### config.mk
export PLATFORM = sky130hd
export DESIGN_NAME = sram_access_scheduler
export DESIGN_NICKNAME = d
export VERILOG_FILES = /design/src/rtl/sram_access_scheduler.sv
export SDC_FILE = /design/constraint.sdc
export NUM_CORES = 1
export LEC_CHECK = 0
export ABC_AREA = 1
export BUFFER_PORTS_ARGS = -buffer_cell sky130_fd_sc_hd__buf_2
export CAP_MARGIN = 25
export CORE_MARGIN = 2
export CORE_UTILIZATION = 48
export DETAILED_ROUTE_END_ITERATION = 10
export PLACE_DENSITY = 0.87
export SKIP_LAST_GASP = 1
export SYNTH_ARGS = -nofsm -noshare
export SYNTH_HDL_FRONTEND = slang
export SYNTH_SLANG_ARGS = --single-unit
### constraint.sdc
create_clock -name i_clk -period 3.1 [get_ports i_clk]
set_clock_uncertainty 0.2 [all_clocks]
set_input_delay 0.62 -clock i_clk [delete_from_list [all_inputs] [get_ports i_clk]]
set_output_delay 0.62 -clock i_clk [all_outputs]
set_load 0.01 [all_outputs]
### src/rtl/sram_access_scheduler.sv
// Sequences every access to the single async SRAM and arbitrates between the AM and PI requesters.
// AM has priority; PI is forced through after PI_STARVE_LIMIT consecutive AM grants while it waits.
module sram_access_scheduler #(
  parameter int unsigned ADDR_W          = 17,
  parameter int unsigned DATA_W          = 16,
  parameter int unsigned WAIT_CYCLES     = 2,
  parameter int unsigned PI_STARVE_LIMIT = 4
) (
  input  logic              i_clk,
  input  logic              i_rst,
  input  logic              i_am_req,
  input  logic [ADDR_W-1:0] i_am_addr,
  input  logic              i_am_we,
  input  logic [1:0]        i_am_be_n,
  input  logic [DATA_W-1:0] i_am_wdata,
  output logic [DATA_W-1:0] o_am_rdata,
  output logic              o_am_done,
  input  logic              i_pi_req,
  input  logic [ADDR_W-1:0] i_pi_addr,
  input  logic              i_pi_we,
  input  logic [1:0]        i_pi_be_n,
  input  logic [DATA_W-1:0] i_pi_wdata,
  output logic [DATA_W-1:0] o_pi_rdata,
  output logic              o_pi_done,
  output logic [ADDR_W-1:0] o_sram_a,
  output logic [DATA_W-1:0] o_sram_d_out,
  output logic              o_sram_d_oe,
  input  logic [DATA_W-1:0] i_sram_d_in,
  output logic              o_sram_we_n,
  output logic              o_sram_oe_n,
  output logic              o_sram_ub_n,
  output logic              o_sram_lb_n,
  output logic              o_busy
);

  localparam int unsigned CNT_W    = (WAIT_CYCLES > 0) ? $clog2(WAIT_CYCLES + 1) : 1;
  localparam int unsigned STARVE_W = $clog2(PI_STARVE_LIMIT + 1);

  typedef enum logic [1:0] {
    S_IDLE    = 2'd0,
    S_STROBE  = 2'd1,
    S_SAMPLE  = 2'd2,
    S_RECOVER = 2'd3
  } state_t;

  state_t              r_state;
  logic [CNT_W-1:0]    r_wait_cnt;
  logic [STARVE_W-1:0] r_starve_cnt;
  logic                r_sel_pi;
  logic                r_we;

  logic                w_am_elig;
  logic                w_pi_elig;
  logic                w_grant_am;
  logic                w_grant_pi;
  logic [ADDR_W-1:0]   w_addr;
  logic [DATA_W-1:0]   w_wdata;
  logic [1:0]          w_be_n;
  logic                w_we;

  // A requester whose done is still high has already been served for this request.
  assign w_am_elig  = i_am_req && !o_am_done;
  assign w_pi_elig  = i_pi_req && !o_pi_done;
  assign w_grant_am = w_am_elig && (!w_pi_elig || (r_starve_cnt < STARVE_W'(PI_STARVE_LIMIT)));
  assign w_grant_pi = !w_grant_am && w_pi_elig;

  assign w_addr  = w_grant_pi ? i_pi_addr  : i_am_addr;
  assign w_wdata = w_grant_pi ? i_pi_wdata : i_am_wdata;
  assign w_be_n  = w_grant_pi ? i_pi_be_n  : i_am_be_n;
  assign w_we    = w_grant_pi ? i_pi_we    : i_am_we;

  // Access sequencer: setup on grant, strobe, sample, one recovery cycle for bus turnaround.
  always_ff @(posedge i_clk or posedge i_rst) begin
    if (i_rst) begin
      r_state      <= S_IDLE;
      r_wait_cnt   <= '0;
      r_starve_cnt <= '0;
      r_sel_pi     <= 1'b0;
      r_we         <= 1'b0;
      o_am_rdata   <= '0;
      o_am_done    <= 1'b0;
      o_pi_rdata   <= '0;
      o_pi_done    <= 1'b0;
      o_sram_a     <= '0;
      o_sram_d_out <= '0;
      o_sram_d_oe  <= 1'b0;
      o_sram_we_n  <= 1'b1;
      o_sram_oe_n  <= 1'b1;
      o_sram_ub_n  <= 1'b1;
      o_sram_lb_n  <= 1'b1;
      o_busy       <= 1'b0;
    end else begin
      if (!i_am_req) o_am_done <= 1'b0;
      if (!i_pi_req) o_pi_done <= 1'b0;

      case (r_state)
        S_IDLE: begin
          if (w_grant_am || w_grant_pi) begin
            r_sel_pi     <= w_grant_pi;
            r_we         <= w_we;
            o_sram_a     <= w_addr;
            o_sram_d_out <= w_wdata;
            o_sram_ub_n  <= w_be_n[1];
            o_sram_lb_n  <= w_be_n[0];
            o_sram_oe_n  <= w_we;
            o_sram_we_n  <= !w_we;
            o_sram_d_oe  <= w_we;
            r_wait_cnt   <= CNT_W'(WAIT_CYCLES);
            o_busy       <= 1'b1;
            r_state      <= S_STROBE;
            if (w_grant_am && w_pi_elig) begin
              if (r_starve_cnt != STARVE_W'(PI_STARVE_LIMIT))
                r_starve_cnt <= r_starve_cnt + STARVE_W'(1);
            end else begin
              r_starve_cnt <= '0;
            end
          end
        end

        S_STROBE: begin
          if (r_wait_cnt != '0) r_wait_cnt <= r_wait_cnt - CNT_W'(1);
          else                  r_state    <= S_SAMPLE;
        end

        S_SAMPLE: begin
          if (!r_we) begin
            if (r_sel_pi) o_pi_rdata <= i_sram_d_in;
            else          o_am_rdata <= i_sram_d_in;
          end
          if (r_sel_pi) o_pi_done <= 1'b1;
          else          o_am_done <= 1'b1;
          o_sram_we_n <= 1'b1;
          o_sram_oe_n <= 1'b1;
          o_sram_ub_n <= 1'b1;
          o_sram_lb_n <= 1'b1;
          r_state     <= S_RECOVER;
        end

        S_RECOVER: begin
          o_sram_d_oe <= 1'b0;
          o_busy      <= 1'b0;
          r_state     <= S_IDLE;
        end

        default: r_state <= S_IDLE;
      endcase
    end
  end

endmodule
==> metrics.md <==
| Metric | Value |
|---|---|
| Outcome | complete, no violations |
| Ports | 165 |
| Mux cell area share after synthesis | 0% |
| CTS root buf | clkbuf_8 |
| Netlist cell types | 21 |
| Yosys top cell area share | 51.0% |
| Global Route Usage Sum | 21.5% |
| Overall Power | 0.00482 W |
| Reg2Reg Capture Point | o_pi_rdata[9]$_DFFE_PP0P_ |
| Finished Cell Area | 4900 sq um |
| Fin crit share | 67.8% |
| Sink Count | 82 |
| Grt ovf | 0 |
| MaxCap Viol Count | 0 |
| Fin cells | 744 |
| Pleak | 2.83 nW |
| Worst skew pair latency | 0.34 ns |
| M1 GR Usage | 25.3% |
| Main combinational cell family by area after synthesis | simple AND/OR/NAND/NOR gates |
| Yosys reg bits | 82 |
| GPL Wtd Cong | 0.835 |
| CP arrival | 2.14 ns |
| Cts bufs inserted | 9 |
| Postcts setup bufs | 0 |
| Final net count | 737 |
| Initial core utilization | 49.6% |
| Crit path capture | o_pi_rdata[9]$_DFFE_PP0P_ |
| Avg WL per Cell | 12.5 um |
| Sequential fraction of the synthesis area | 53.7% |
| Final wirelength | 9260 um |
| Final setup vio count | 0 |
| Placed cells | 728 |
| Initial antenna violation count | 0 |
| P_sw | 0.00198 W |
| Path depth of the worst reg2reg path | 4 |
| Int Power | 0.00284 W |
| Yosys warns | 0 |
| WP data required | 3.14 ns |
| Number of remaining DRC errors | 0 |
| Worst vdd ir | 442 uV |
| FF-to-FF setup slack | 1.0 ns |
| Synth area leader | dfrtp_1 |
| Antenna diode count | 0 |
| Setup crit start kind | register |
| Met3 usage | 6.20% |
| Hpwl dp | 6820 um |
| H-tree lvl count | 3 |
| Total die area | 8710 sq um |
| Largest net degree at the start of global routing | 72 |
| 1st-pass router iterations | 4 |
| FMAX | 476 MHz |
| Post-CTS Hold Fix Bufs | 0 |
| Mean Syn Cell Area | 7.98 sq um |
| Met2 Resource Use GR | 37.7% |
| Post-DR vias/cell | 4.81 |
| Port bufs | 164 |
| Synth Area in Compound Gates | 11.6% |
| Synth area leaders | dfrtp_1 (51%), nand2_1 (16%), inv_1 (6.6%) |
| Worst-path clk slew | 0.10 ns |
| Clock power share | 18.6% |
| Max-slew violation count | 0 |
| Core ar. | 7730 sq um |
| RSZ-0062 raised after global routing | no |
| Commonest non-fill, non-tap cell in the layout | buf_2 |
| Net Sw Frac | 41.1% |
| Die height | 93.3 um |
| WS Path Type | register to register |
| Post-DP Area | 4670 sq um |
| Count of final hold-check violations | 0 |
| Pwr dens | 984 nW/um^2 |
| Mapped Cells | 480 |
| Antenna Violating Nets Remaining | 0 |
| Combinational power share | 42.5% |
| Fill count | 672 |
| Hold Path Class | primary input to asynchronous set/reset pin |
| CP startpoint | r_state[0]$_DFFE_PP0P_ |
| Area grow syn2layout | 27.9% |
| Post-Synth XOR/XNOR Area | 0% |
| Synth Area in Simple Gates | 21.9% |
| Vias in the first global route | 3,463 |
| Tightest Pin Transition | 0.927 ns |
| Via count | 3,578 |
| First-pass GRT wire length | 15,100 um |
| Reg power frac | 38.8% |
| Clock Tree Buf Depth | 2 |
| Max_slew headroom | 38.1% |
| Worst reg2reg startpoint | r_state[0]$_DFFE_PP0P_ |
| Syn_nets | 580 |
| Worst-path fanout max | 32 |
| DIE WIDTH | 93.3 um |
| Layout cell share with drive strength beyond 1 | 30.7% |
| Post-Syn Area | 3830 sq um |
| Setup tns final | 0 ns |
| CTS tree | built |
| Num rows | 32 |
| Post-CTS sizing | 0 |
| GRT Max-Usage Layer | met2 |
| Commonest cells after routing, fill and taps aside | buf_2 (164), nand2_1 (162), dfrtp_1 (78) |
| CP endpoint kind | register |
| Finished Core Util | 63.4% |
| DR iter-0 viols | 159 |
| Adder-Cell Fraction of Synth Area | 2.61% |
| Minimum clock period | 2.10 ns |
[sequential cells by signal, indices dropped and copies added (netlist names)]
| register | cells |
|---|---|
| o_am_rdata | 16 |
| o_sram_ub_n | 1 |
| o_sram_a | 17 |
| o_pi_rdata | 16 |
| o_pi_done | 1 |
| r_starve_cnt | 3 |
| o_sram_d_oe | 1 |
| r_wait_cnt | 2 |
| r_sel_pi | 1 |
| o_sram_we_n | 1 |
| o_sram_lb_n | 1 |
| r_we | 1 |
| o_sram_d_out | 16 |
| o_busy | 1 |
| o_sram_oe_n | 1 |
| r_state | 2 |
| o_am_done | 1 |
[power groups by stage]
| stage | Clock (W) | Sequential, W | Combinational [W] |
|---|---|---|---|
| floorplan | 0 | 0.00208 | 0.00113 |
| global placement | 0 | 0.00187 | 0.00197 |
| detailed placement | 0 | 0.00188 | 0.00208 |
| CTS | 0.000912 | 0.00187 | 0.00208 |
| global route | 0.000961 | 0.00193 | 0.00232 |
| finish | 0.000899 | 0.00187 | 0.00205 |
[metal layers]
metal / up-vias / wire [um]
li1: 1771 / -
met1: 1644 / 3830
met2: 146 / 4520
met3: 17 / 753
met4: 0 / 154
met5: - / 0
[per-stage QoR]
step	worst slack (ns)	hold WS (ns)
3_5_place_dp	0.895	0.263
5_1_grt	0.784	0.104
6_report	1.00	0.0823
2_1_floorplan	0.178	0.253
4_1_cts	0.974	0.0932
3_3_place_gp	0.999	0.262
[area by class of cell]
| cell class | count | area, sq um | area share (%) |
|---|---|---|---|
| Timing Repair Buffer | 167 | 843 | 17.2 |
| Clock inverter | 7 | 106 | 2.17 |
| Inverter | 68 | 256 | 5.24 |
| Tap cell | 102 | 128 | 2.61 |
| Clock buffer | 9 | 124 | 2.53 |
| Sequential cell | 82 | 2060 | 42.0 |
| Multi-Input combinational cell | 309 | 1380 | 28.2 |
[critical path: stages (launching register included)]
cell and delay [ns]:
dfrtp_1 0.42, inv_1 0.12, ha_1 0.25, nand2_1 0.57, o21ai_0 0.43
[cell usage after synthesis]
cell and instances:
a21oi_1 6, buf_2 3, buf_4 4, buf_6 5
clkbuf_1 9, dfrtp_1 78, dfstp_2 4, ha_1 8
inv_1 67, inv_2 1, nand2_1 162, nand2_2 1
nand2_4 1, nand3_1 6, nand3b_1 1, nor2_1 45
nor3_1 1, o211ai_1 1, o21ai_0 40, o21ai_1 31
o21ai_2 6
[kinds of logic (layout without fill, tap and decap cells)]
family | count (synthesis) | count (layout)
AO/OA/AOI/OAI | 84 | 84
adder cells (fa/ha/maj) | 8 | 8
buffers and inverters | 89 | 251
flip-flops | 82 | 82
AND/OR/NAND/NOR | 217 | 217
[worst min path at each step]
stage / startpoint / slack [ns] / endpoint / cells after the start
finish: i_rst / 0.08 / o_pi_rdata[1]$_DFFE_PP0P_ / 2
global route: i_rst / 0.10 / o_am_rdata[2]$_DFFE_PP0P_ / 2
CTS: i_rst / 0.09 / o_am_rdata[2]$_DFFE_PP0P_ / 2
detailed placement: o_sram_d_out[13]$_DFFE_PP0P_ / 0.26 / o_sram_d_out[13]$_DFFE_PP0P_ / 2
global placement: o_pi_rdata[11]$_DFFE_PP0P_ / 0.26 / o_pi_rdata[11]$_DFFE_PP0P_ / 2
floorplan: r_wait_cnt[0]$_DFFE_PP0P_ / 0.25 / r_wait_cnt[0]$_DFFE_PP0P_ / 2
Note: power is estimated with default switching activity, not from simulation.
